--- config.mk ---
export PLATFORM = sky130hd
export DESIGN_NAME = acc_seq_ctrl
export DESIGN_NICKNAME = d
export VERILOG_FILES = /design/src/rtl/acc_seq_ctrl.sv
export SDC_FILE = /design/constraint.sdc
export NUM_CORES = 1
export LEC_CHECK = 0
export ABC_AREA = 1
export CAP_MARGIN = 10
export CORE_ASPECT_RATIO = 0.75
export CORE_MARGIN = 4
export CORE_UTILIZATION = 55
export CTS_CLUSTER_DIAMETER = 60
export CTS_CLUSTER_SIZE = 10
export DETAILED_ROUTE_END_ITERATION = 10
export DONT_BUFFER_PORTS = 1
export PLACE_DENSITY_LB_ADDON = 0.12
export SYNTH_ARGS = -nofsm -noshare
export SYNTH_HDL_FRONTEND = slang
export SYNTH_SLANG_ARGS = --single-unit
--- constraint.sdc ---
create_clock -name clk -period 2.5 [get_ports clk]
set_input_delay 0.25 -clock clk [delete_from_list [all_inputs] [get_ports clk]]
set_output_delay 0.25 -clock clk [all_outputs]
set_load 0.03 [all_outputs]
--- src/rtl/acc_seq_ctrl.sv ---
// rtl/acc_seq_ctrl.sv - C = A*B sequencer: bank indices, MAC strobes, C writes, completion status
// Busy/stall performance counters are built only when ACC_SEQ_PERF_EN is defined.
module acc_seq_ctrl #(
  parameter int DIM_MAX = 32,
  parameter int IDX_W   = 10
) (
  input  logic             clk,
  input  logic             rst_n,
  input  logic             start,
  input  logic             abort,
  input  logic [5:0]       n_dim,
  output logic             busy,
  output logic             done,
  output logic             err,
  output logic             irq,
  input  logic             dp_ready,
  output logic [IDX_W-1:0] a_idx,
  output logic [IDX_W-1:0] b_idx,
  output logic             mac_clr,
  output logic             mac_en,
  output logic [IDX_W-1:0] c_idx,
  output logic             c_we,
  output logic [31:0]      perf_cycles,
  output logic [31:0]      perf_stalls
);

  localparam int         CW    = IDX_W / 2;
  localparam logic [5:0] N_MAX = 6'(DIM_MAX);

  typedef enum logic [2:0] {S_IDLE, S_CLEAR, S_MAC, S_WRITE, S_DONE} state_t;

  state_t        state_q, state_d;
  logic [CW-1:0] i_q, i_d, j_q, j_d, k_q, k_d;
  logic [5:0]    n_q, n_d;
  logic          done_q, done_d, err_q, err_d;
  logic          start_ok, k_last, j_last, i_last;

  assign start_ok = start && (n_dim != 6'd0) && (n_dim <= N_MAX);
  assign k_last   = 6'(k_q) == (n_q - 6'd1);
  assign j_last   = 6'(j_q) == (n_q - 6'd1);
  assign i_last   = 6'(i_q) == (n_q - 6'd1);

  always_comb begin
    state_d = state_q;
    i_d     = i_q;
    j_d     = j_q;
    k_d     = k_q;
    n_d     = n_q;
    done_d  = done_q;
    err_d   = err_q;
    case (state_q)
      S_IDLE: begin
        if (start_ok) begin
          n_d     = n_dim;
          i_d     = '0;
          j_d     = '0;
          k_d     = '0;
          done_d  = 1'b0;
          err_d   = 1'b0;
          state_d = S_CLEAR;
        end else if (start) begin
          err_d = 1'b1;
        end
      end
      S_CLEAR: state_d = S_MAC;
      S_MAC: begin
        if (dp_ready) begin
          if (k_last) begin
            k_d     = '0;
            state_d = S_WRITE;
          end else begin
            k_d = k_q + 1'b1;
          end
        end
      end
      S_WRITE: begin
        if (j_last && i_last) begin
          done_d  = 1'b1;
          state_d = S_DONE;
        end else if (j_last) begin
          j_d     = '0;
          i_d     = i_q + 1'b1;
          state_d = S_CLEAR;
        end else begin
          j_d     = j_q + 1'b1;
          state_d = S_CLEAR;
        end
      end
      S_DONE:  state_d = S_IDLE;
      default: state_d = S_IDLE;
    endcase
    // Abort drops the job without touching the completion flag.
    if (abort && state_q != S_IDLE) begin
      state_d = S_IDLE;
      done_d  = done_q;
    end
  end

  always_ff @(posedge clk) begin
    if (!rst_n) begin
      state_q <= S_IDLE;
      i_q     <= '0;
      j_q     <= '0;
      k_q     <= '0;
      n_q     <= '0;
      done_q  <= 1'b0;
      err_q   <= 1'b0;
    end else begin
      state_q <= state_d;
      i_q     <= i_d;
      j_q     <= j_d;
      k_q     <= k_d;
      n_q     <= n_d;
      done_q  <= done_d;
      err_q   <= err_d;
    end
  end

  assign busy    = state_q != S_IDLE;
  assign mac_clr = state_q == S_CLEAR;
  assign mac_en  = (state_q == S_MAC) && dp_ready;
  assign c_we    = state_q == S_WRITE;
  assign irq     = state_q == S_DONE;
  assign done    = done_q;
  assign err     = err_q;
  // Row stride is DIM_MAX = 2**CW, so row*DIM_MAX+col is a plain concatenation.
  assign a_idx   = {i_q, k_q};
  assign b_idx   = {k_q, j_q};
  assign c_idx   = {i_q, j_q};

`ifdef ACC_SEQ_PERF_EN
  logic [31:0] cyc_q, stall_q;

  always_ff @(posedge clk) begin
    if (!rst_n) begin
      cyc_q   <= '0;
      stall_q <= '0;
    end else if (state_q == S_IDLE && start_ok) begin
      cyc_q   <= '0;
      stall_q <= '0;
    end else begin
      if (busy && cyc_q != '1) cyc_q <= cyc_q + 32'd1;
      if (state_q == S_MAC && !dp_ready && stall_q != '1) stall_q <= stall_q + 32'd1;
    end
  end

  assign perf_cycles = cyc_q;
  assign perf_stalls = stall_q;
`else
  assign perf_cycles = '0;
  assign perf_stalls = '0;
`endif

endmodule
==> results of run 1 <==
per-stage QoR:
step | utilization (%) | worst slack (ns) | power [mW]
global placement | 53.8 | 0.341 | 1.43
floorplan | - | 0.653 | 1.34
CTS | 54.8 | 0.266 | 1.69
detailed placement | 53.8 | 0.281 | 1.43
finish | 54.8 | 0.243 | 1.68
global route | 54.8 | 0.0543 | 1.81
logic make-up (layout without fill, tap and decap cells):
logic type,after synthesis,count (layout),share of synthesized area (%)
adder cells (fa/ha/maj),4,4,2.15
AO/OA/AOI/OAI,35,35,8.21
XOR/XNOR,12,12,4.51
AND/OR/NAND/NOR,154,154,30.6
buffers and inverters,120,63,32.0
other,1,64,0.161
flip-flops,26,26,22.3
how the worst max path moves through the flow:
stage / depth (start not counted) / slack [ns] / endpoint
global placement: 15 / 0.34 / done$_SDFFE_PN0P_
CTS: 15 / 0.27 / done$_SDFFE_PN0P_
global route: 15 / 0.05 / done$_SDFFE_PN0P_
detailed placement: 15 / 0.28 / done$_SDFFE_PN0P_
finish: 15 / 0.24 / done$_SDFFE_PN0P_
floorplan: 14 / 0.65 / i_q[2]$_SDFFE_PN0P_
final cells by class:
cell class / instances / area [µm²] / area share, %
inverters: 39 / 146 / 6.55
repair buffers: 21 / 158 / 7.05
well taps: 55 / 68.8 / 3.08
multi-input cells: 269 / 1300 / 58.2
flip-flops and latches: 26 / 520 / 23.3
clock buffers: 3 / 41.3 / 1.85
power groups by stage:
stage	logic [mW]	registers, mW	clock network, mW
floorplan	0.784	0.554	0
global placement	0.899	0.528	0
detailed placement	0.905	0.530	0
CTS	0.910	0.520	0.256
global route	1.01	0.525	0.269
finish	0.912	0.520	0.248
registers in the layout (all words and copies together), names as in the netlist:
name     flops
n_q          6
state_q      3
i_q          5
err          1
done         1
j_q          5
k_q          5
routing by layer:
metal  GRT usage [%]  wire [µm]  share of wire (%)  vias up
met4            2.45         31               0.64        0
met2            26.2       2120                 43       73
met5               0          0                  0        -
met3            4.51        397                8.2        6
met1            24.3       2330                 48      870
li1                -          -                  -      987
cells in the final DEF (no fill, tap or decap), types with 2 or more instances in the layout:
cell type,instances
inv_1,33
nand3_1,37
clkbuf_8,3
nand2_1,69
dfxtp_1,26
nand3_2,3
nor3_1,2
inv_2,5
o21ai_0,11
nor2_2,4
nand4_1,3
xor2_1,12
a21oi_1,20
nor2_1,24
buf_4,21
conb_1,64
ha_1,4
nand2_2,6
critical path, cell delays in order, from the launching register on:
cell and delay, ns:
dfxtp_1 0.41, inv_2 0.12, ha_1 0.42, inv_1 0.06
nand2_1 0.06, nand2_1 0.04, nor2_1 0.12, nand3_1 0.10
inv_1 0.06, nand2_1 0.05, nor2_2 0.14, nand2_1 0.07
nand2_1 0.25, nand3_1 0.12, nand3_1 0.08, nand2_1 0.05
==> metrics.cfg, run 1 <==
[power_and_ir_drop]
peakVddDrop_uv = 420
power.switching_mw = 0.872
p_int_mw = 0.808
swShare_pct = 51.9
pwr-share-comb_pct = 54.3
powerDensity_nw_per_um2 = 752
seq_power_share_pct = 31.0
p_leak_nw = 1.12
clkPwrFrac_pct = 14.8

[floorplan]
fp.dieH_um = 64.4
die_w_um = 83.2
pin_count = 112
row_count = 20
design.die.area_um2 = 5350
initial_utilization_pct = 57.1
core_um2 = 4080

[clock_tree]
holdBufCountCts = 0
clock-sinks = 26
cts_root_buf = clkbuf_8
cts_setup_buffers = 0
cts.clk_slew.worst_paths_ns = 0.09
cts_tree = done
cts_buffers = 3
htreeDepth = 1
cts_resized = 0
clk_latency_ns = 0.28
clk_path_buf_depth = 2

[timing]
fin_crit_ns = 2.26
setup_tns_ns = 0
tightest_slew_ns = 0.543
hold_ws_ns = 0.0895
clock.fmax_ghz = 0.443
clock_skew_ns = 0.00440
hold_viol = 0
finalSetupViolations = 0
grt_setup_unrepaired = false
post-route-period-util_pct = 90.3
relSlewSlack_pct = 63.5
final_max_slew_viol_count = 0

[synth]
synth_top_area_share_pct = 25.4
yosysUniqueCellTypes = 29
synth_cells = 352
netlist_area_um2 = 2330
yosys_most_used_dff = dfxtp_1
synthTopCellsByArea = buf_4 (25%), dfxtp_1 (22%), nand2_1 (11%)
synth_common_cells = buf_4 (79), nand2_1 (69), nand3_1 (37)
synth-seq-cells = 26
syn_area_per_cell_um2 = 6.62
yosys.area.top_type = buf_4
async_flop_share_pct = 0
synth_edf_count = 0
synth.yosys.seq_area_share_pct = 22.3
yosys_warnings = 0
yosysMostFrequentCell = buf_4

[setup_path]
critical_path.max_fanout = 10
critPathRequiredTime_ns = 2.68
crit_path_end_kind = flip-flop
worst-setup-path-type = reg2reg
r2r-start = n_q[0]$_SDFFE_PN0P_
reg2reg_depth = 15
cp.arrival_ns = 2.44
reg2reg_to = done$_SDFFE_PN0P_
setup.worst_path.start = n_q[0]$_SDFFE_PN0P_
startpoint_type = flip-flop
reg2reg_slack_ns = 0.24

[route]
drtIter0Drc = 88
detail_route.wl_per_cell_um = 11.8
via_per_inst = 4.69
dr_total_vias = 1936
firstDrtPassIters = 4
ant_nets = 0
drc = 0
drt_wl_total_um = 4870

[placed_design]
dpl.hpwl_um = 3980
dpl_cell_area_um2 = 2190
gp_congestion = 0.842
portBuffers = 0
placedCellCount = 410

[final_layout]
nets = 375
n_antenna_cell = 0
finalNonFillerCells = 413
stdcell_area_um2 = 2230
syn2layout_area_growth_pct = -4.13
drive_gt1_share_pct = 13.1
n_fill_cell = 438

[global_routing]
antenna_found_initial = 0
overflow = 0
grt_use_total_pct = 17.0
grt_pass1_vias = 1606
grt_max_degree = 19
grt_pass1_wl_um = 7500

[min_path]
min_to = i_q[1]$_SDFFE_PN0P_
worstHoldStart = rst_n
hold_class = in2reg
whs_path_depth = 2

[status]
outcome = completed

[run]
cap_violations = 0

(Power assumes the default switching activity.)
==> inputs of run 2 (changes only) <==
--- a/config.mk
+++ b/config.mk
@@ -14,6 +14,7 @@
 export CTS_CLUSTER_SIZE = 10
 export DETAILED_ROUTE_END_ITERATION = 10
 export DONT_BUFFER_PORTS = 1
+export GPL_TIMING_DRIVEN = 0
 export PLACE_DENSITY_LB_ADDON = 0.12
 export SYNTH_ARGS = -nofsm -noshare
 export SYNTH_HDL_FRONTEND = slang
==> run 2 against run 1 <==
  * Design area rose by 21%
  * First-iteration DRC count fell by 24%
  * Setup slack better by 0.14 ns
  * Worst hold slack better by 0.012 ns
  * Register-to-register slack improved by 0.14 ns
  * Routed wire length increased by 6.5%
  * Power rose by 9.5%
  * Non-clock buffer count increased by 60
  * Largest cell class unchanged
  * Highest routed layer unchanged
==> metrics.cfg, run 2 (synthesis results as in run 1) <==
[final_layout]
largest_reg_flops = 6  ; unchanged
syn2layout_area_growth_pct = 16.4
layout_commonest_cell = buf_4
drive_gt1_share_pct = 26.0  ; +13 points
seq_area_um2 = 522  ; +0.24%
stdcell_area_um2 = 2710  ; +21%
final_cell_mix = buf_4 (79), nand2_1 (68), conb_1 (64)
nets = 435  ; +16%
n_fill_cell = 390  ; -11%
n_antenna_cell = 0  ; unchanged
finalNonFillerCells = 474  ; +15%
fin_util_pct = 66.5  ; +12 points
multiInputGateArea_um2 = 1310  ; +0.38%
regMostFlops = n_q

[power_and_ir_drop]
powerDensity_nw_per_um2 = 678  ; -9.9%
clkPwrFrac_pct = 19.4  ; +4.6 points
power.switching_mw = 0.882  ; +1.1%
peakVddDrop_uv = 548  ; +30%
p_leak_nw = 1.46  ; +30%
swShare_pct = 47.9  ; -4.0 points
seq_power_share_pct = 30.5  ; -0.5 points
p_total_mw = 1.84  ; +9.5%
p_int_mw = 0.957  ; +18%
pwr-share-comb_pct = 50.1  ; -4.2 points

[setup_path]
reg2reg_to = i_q[2]$_SDFFE_PN0P_
r2r-start = n_q[0]$_SDFFE_PN0P_
cp_top_family = simple AND/OR/NAND/NOR gates
reg2reg_depth = 14  ; -1
cpMaxStageDelayCell = dfxtp_2
crit_path_end_kind = flip-flop
worst_path_most_repeated_cell = nand2_1
path_buf_inv = 2  ; -1
slowest_delay_ns = 0.36  ; -0.06 ns
cp.arrival_ns = 2.33  ; -0.11 ns
reg2reg_slack_ns = 0.38  ; +0.14 ns
critPathRequiredTime_ns = 2.71  ; +0.03 ns
startpoint_type = flip-flop
crit_chain = inv_2 -> ha_2 -> inv_1 -> nand2_1 -> nand2_1 -> nand2_1 -> nand2_1 -> nor2_1 -> nand2_1 -> nor2_2 -> nand3_2 -> nand2_2 -> nand2_1 -> a21oi_1
worst-setup-path-type = reg2reg
critical_path.max_fanout = 10  ; unchanged

[min_path]
min_to = j_q[0]$_SDFFE_PN0P_
whs_path_depth = 2  ; unchanged
hold_class = in2reg
worstHoldStart = rst_n

[timing]
relSlewSlack_pct = 33.0  ; -31 points
post-route-period-util_pct = 84.8  ; -5.5 points
grt_setup_unrepaired = false
tightest_slew_ns = 0.998  ; +0.455 ns
setup_tns_ns = 0  ; unchanged
finalSetupViolations = 0  ; unchanged
final_max_slew_viol_count = 0  ; unchanged
hold_viol = 0  ; unchanged
clock_skew_ns = 0.00458  ; +0.000182 ns
fin_crit_ns = 2.12  ; -0.138 ns
clock.fmax_ghz = 0.472  ; +6.5%
hold_ws_ns = 0.101  ; +0.0119 ns
timing.final.ws_setup_ns = 0.381  ; +0.138 ns

[placed_design]
dpl.hpwl_um = 4250  ; +6.7%
placedCellCount = 470  ; +15%
portBuffers = 0  ; unchanged
dpl_cell_area_um2 = 2640  ; +20%
gp_congestion = 0.953  ; +13%
place_ws_ns = 0.255  ; -0.0256 ns

[clock_tree]
clk_path_buf_depth = 2  ; unchanged
holdBufCountCts = 0  ; unchanged
cts_tree = done
cts_buffers = 3  ; unchanged
cts_root_buf = clkbuf_8
clk_latency_ns = 0.28  ; about the same
htreeDepth = 1  ; unchanged
cts.clk_slew.worst_paths_ns = 0.09  ; about the same
cts_resized = 0  ; unchanged
cts_setup_buffers = 0  ; unchanged
clock-sinks = 26  ; unchanged

[route]
route.met3.wl_um = 450  ; +13%
wl_met2_um = 2390  ; +13%
firstDrtPassIters = 4  ; unchanged
via_per_inst = 4.41  ; -5.9%
drc = 0  ; unchanged
drt_wl_total_um = 5190  ; +6.5%
ant_nets = 0  ; unchanged
drtIter0Drc = 67  ; -24%
detail_route.wl_per_cell_um = 10.9  ; -7.2%
maxUsedRoutingLayer = met4
wl_met1_um = 2290  ; -1.6%
dr_total_vias = 2091  ; +8.0%

[global_routing]
antenna_found_initial = 0  ; unchanged
grt_pass1_wl_um = 8510  ; +13%
grt_max_degree = 16  ; -3
grt_pass1_vias = 1825  ; +14%
overflow = 0  ; unchanged
grt_use_total_pct = 19.1  ; +2.1 points

[floorplan]
initial_utilization_pct = 57.1  ; unchanged
row_count = 20  ; unchanged
die_w_um = 83.2  ; unchanged
core_um2 = 4080  ; unchanged
design.die.area_um2 = 5350  ; unchanged
pin_count = 112  ; unchanged
fp.dieH_um = 64.4  ; unchanged

[run]
cap_violations = 0  ; unchanged

[status]
outcome = completed

-- run 2: worst max-delay path by stage --
stage	to	cells past startpoint	startpoint	slack [ns]
2_1_floorplan	i_q[2]$_SDFFE_PN0P_	14	n_q[0]$_SDFFE_PN0P_	0.65
5_1_grt	i_q[3]$_SDFFE_PN0P_	14	n_q[0]$_SDFFE_PN0P_	0.07
3_5_place_dp	done$_SDFFE_PN0P_	15	n_q[0]$_SDFFE_PN0P_	0.26
6_report	i_q[2]$_SDFFE_PN0P_	14	n_q[0]$_SDFFE_PN0P_	0.38
3_3_place_gp	done$_SDFFE_PN0P_	15	n_q[0]$_SDFFE_PN0P_	0.28
4_1_cts	done$_SDFFE_PN0P_	15	n_q[0]$_SDFFE_PN0P_	0.23
-- run 2: cell type report --
| type | count | area share (%) |
|---|---|---|
| flip-flops and latches | 26 | 19.2 |
| multi-input cells | 269 | 48.1 |
| clock buffers | 3 | 1.52 |
| inverters | 39 | 5.39 |
| plain buffers | 81 | 22.1 |
| well taps | 55 | 2.54 |
| clock inverters | 1 | 1.11 |
-- run 2: power groups by stage --
stage / clock network [mW] / logic [mW] / registers (mW)
3_3_place_gp: 0 / 0.887 / 0.568
5_1_grt: 0.380 / 1.03 / 0.571
6_report: 0.357 / 0.922 / 0.560
2_1_floorplan: 0 / 0.784 / 0.554
4_1_cts: 0.363 / 0.914 / 0.559
3_5_place_dp: 0 / 0.906 / 0.570
-- run 2: worst register-to-register path, delay by kind of cell (launching register included) --
family	cells	cell delay, ns
buffers and inverters	2	0.22
DFF	1	0.36
AOI/OAI and AO/OA	1	0.13
and+or+nand+nor	10	1.07
adders and majority gates	1	0.27
-- run 2: per-layer routing --
metal	track usage, %	up-vias
met5	0	-
met4	5.31	0
met3	5.41	7
met1	24.7	899
li1	-	1109
met2	31.2	76
==> inputs of run 3 (changes only) <==
==> constraint.sdc (replaced) <==
create_clock -name clk -period 1.9 [get_ports clk]
set_input_delay 0.19 -clock clk [delete_from_list [all_inputs] [get_ports clk]]
set_output_delay 0.19 -clock clk [all_outputs]
set_load 0.03 [all_outputs]
==> run 3 against run 2 <==
  * The flow now finishes with violations (negative setup slack)
  * Sequential power up 35%
  * Combinational power up 56%
  * Critical path depth decreased by 3
  * Die area is the same
  * Critical endpoint is now i_q[4]$_SDFFE_PN0P_
  * Highest routed layer unchanged
==> metrics.cfg, run 3 (synthesis results as in run 1) <==
[power_and_ir_drop]
power.switching_mw = 1.30  ; +48%
pwr-share-comb_pct = 53.9  ; +3.8 points
swShare_pct = 48.7  ; +0.76 points
clkPwrFrac_pct = 17.8  ; -1.6 points
p_int_mw = 1.37  ; +43%
powerDensity_nw_per_um2 = 897  ; +32%
peakVddDrop_uv = 737  ; +35%
p_leak_nw = 1.53  ; +4.7%
seq_power_share_pct = 28.4  ; -2.1 points

[route]
via_per_inst = 4.58  ; +3.8%
firstDrtPassIters = 4  ; unchanged
drtIter0Drc = 74  ; +10%
detail_route.wl_per_cell_um = 12.0  ; +9.4%
drt_wl_total_um = 5810  ; +12%
ant_nets = 0  ; unchanged
drc = 0  ; unchanged
dr_total_vias = 2221  ; +6.2%

[run]
cap_violations = 0  ; unchanged

[final_layout]
seq_area_um2 = 537  ; +2.9%
n_fill_cell = 370  ; -5.1%
syn2layout_area_growth_pct = 27.9
layout_commonest_cell = buf_4
largest_reg_flops = 6  ; unchanged
multiInputGateArea_um2 = 1470  ; +13%
regMostFlops = n_q
final_cell_mix = buf_4 (89), conb_1 (64), nand2_1 (54)
nets = 446  ; +2.5%
drive_gt1_share_pct = 38.1  ; +12 points
n_antenna_cell = 0  ; unchanged
finalNonFillerCells = 485  ; +2.3%

[global_routing]
grt_pass1_wl_um = 8940  ; +5.1%
grt_pass1_vias = 1878  ; +2.9%
grt_max_degree = 16  ; unchanged
overflow = 0  ; unchanged
grt_use_total_pct = 20.1  ; +0.98 points
antenna_found_initial = 0  ; unchanged

[timing]
fin_crit_ns = 1.95  ; -0.168 ns
clock_skew_ns = 0.00687  ; +0.00229 ns
post-route-period-util_pct = 103  ; +18 points
timing.final.ws_setup_ns = -0.0507  ; -0.432 ns
clock.fmax_ghz = 0.513  ; +8.6%
finalSetupViolations = 5  ; +5
final_max_slew_viol_count = 0  ; unchanged
setup_tns_ns = -0.105  ; -0.105 ns
relSlewSlack_pct = 33.0  ; about the same
hold_viol = 0  ; unchanged
grt_setup_unrepaired = true
tightest_slew_ns = 0.998  ; -0.0000652 ns

[setup_path]
cp.arrival_ns = 2.17  ; -0.16 ns
r2r-start = n_q[0]$_SDFFE_PN0P_
critPathRequiredTime_ns = 2.12  ; -0.59 ns
crit_path_end_kind = flip-flop
reg2reg_depth = 11  ; -3
critical_path.max_fanout = 8  ; -2
startpoint_type = flip-flop
reg2reg_to = i_q[4]$_SDFFE_PN0P_
reg2reg_slack_ns = -0.05  ; -0.43 ns
worst-setup-path-type = reg2reg

[min_path]
worstHoldStart = rst_n
whs_path_depth = 2  ; unchanged
hold_class = in2reg
min_to = j_q[0]$_SDFFE_PN0P_

[clock_tree]
cts_buffers = 3  ; unchanged
htreeDepth = 1  ; unchanged
holdBufCountCts = 0  ; unchanged
cts_tree = done
clock-sinks = 26  ; unchanged
cts.clk_slew.worst_paths_ns = 0.10  ; about the same
cts_root_buf = clkbuf_8
clk_latency_ns = 0.28  ; about the same
clk_path_buf_depth = 2  ; unchanged

[floorplan]
row_count = 20  ; unchanged
pin_count = 112  ; unchanged
design.die.area_um2 = 5350  ; unchanged
core_um2 = 4080  ; unchanged
fp.dieH_um = 64.4  ; unchanged
initial_utilization_pct = 57.1  ; unchanged
die_w_um = 83.2  ; unchanged

[placed_design]
placedCellCount = 470  ; unchanged
dpl.hpwl_um = 4250  ; unchanged
gp_congestion = 0.953  ; unchanged
portBuffers = 0  ; unchanged

[status]
violations = negative setup slack
outcome = complete, but fails checks

run 3: changes by cell type in the layout (fill, tap and decap cells not counted), moves of 5 or more:
cell	delta
buf_4	+10
nand2_1	-14
nor2_1	-6
nand2_2	+12
nand3_1	-7
inv_1	-6
dfxtp_1	-6
nor2_4	+5
nand3_2	+6
run 3: worst max-delay path, cell delays in order (launching register included):
cell     delay [ns]
dfxtp_4        0.39
inv_8          0.04
ha_4           0.29
xor2_1         0.17
nand2_1        0.14
nor2_4         0.12
nand2_2        0.08
nor2_4         0.17
nand3_4        0.15
nand2_4        0.14
nand2_2        0.06
a21oi_2        0.14
run 3: routing by layer:
metal  wire, µm  share of wire [%]  GRT usage [%]  vias up
met5          0                  0              0        -
met4        108                1.9           5.51        0
met3        542                9.3           5.28       11
met2       2730                 47           32.8      101
met1       2420                 42           26.3      983
li1           -                  -              -     1126
run 3: cell type report:
type | count | share of cell area, %
Multi-Input combinational cell | 270 | 49.4
Buffer | 81 | 20.1
Sequential cell | 26 | 18.0
Inverter | 39 | 5.25
Tap cell | 55 | 2.31
Clock buffer | 3 | 1.38
Timing Repair Buffer | 10 | 2.52
Clock inverter | 1 | 1.01
run 3: worst max path at each step:
stage | start | to | slack, ns | depth (start not counted)
after global routing | n_q[0]$_SDFFE_PN0P_ | i_q[4]$_SDFFE_PN0P_ | -0.17 | 11
after detailed placement | n_q[0]$_SDFFE_PN0P_ | done$_SDFFE_PN0P_ | -0.34 | 15
after floorplan | n_q[0]$_SDFFE_PN0P_ | i_q[2]$_SDFFE_PN0P_ | 0.05 | 14
after CTS | n_q[0]$_SDFFE_PN0P_ | done$_SDFFE_PN0P_ | -0.02 | 15
final | n_q[0]$_SDFFE_PN0P_ | i_q[4]$_SDFFE_PN0P_ | -0.05 | 11
after global placement | n_q[0]$_SDFFE_PN0P_ | done$_SDFFE_PN0P_ | -0.32 | 15
run 3: metrics by stage:
stage               power [mW]  cell area (µm²)  hold slack [ns]  worst slack, ns  util (%)
floorplan                 1.76             2570            0.328           0.0533         -
global placement          1.92             2640            0.338           -0.320      64.6
detailed placement        1.94             2640            0.343           -0.345      64.6
CTS                       2.49             2800           0.0331          -0.0211      68.6
global route              2.86             2980           0.0309           -0.170      73.1
finish                    2.67             2980           0.0314          -0.0507      73.1
run 3: timing repair:
item	in CTS	in global routing
endpoints found under the setup margin	17	15
pin swaps	4	25
setup buffers	3	7
resized for setup	17	47
cloned	1	0
run 3: power groups by stage:
stage,clock (mW),combinational [mW],sequential [mW]
floorplan,0,1.03,0.729
global placement,0,1.17,0.747
detailed placement,0,1.19,0.749
CTS,0.477,1.27,0.745
global route,0.502,1.58,0.773
finish,0.475,1.44,0.758
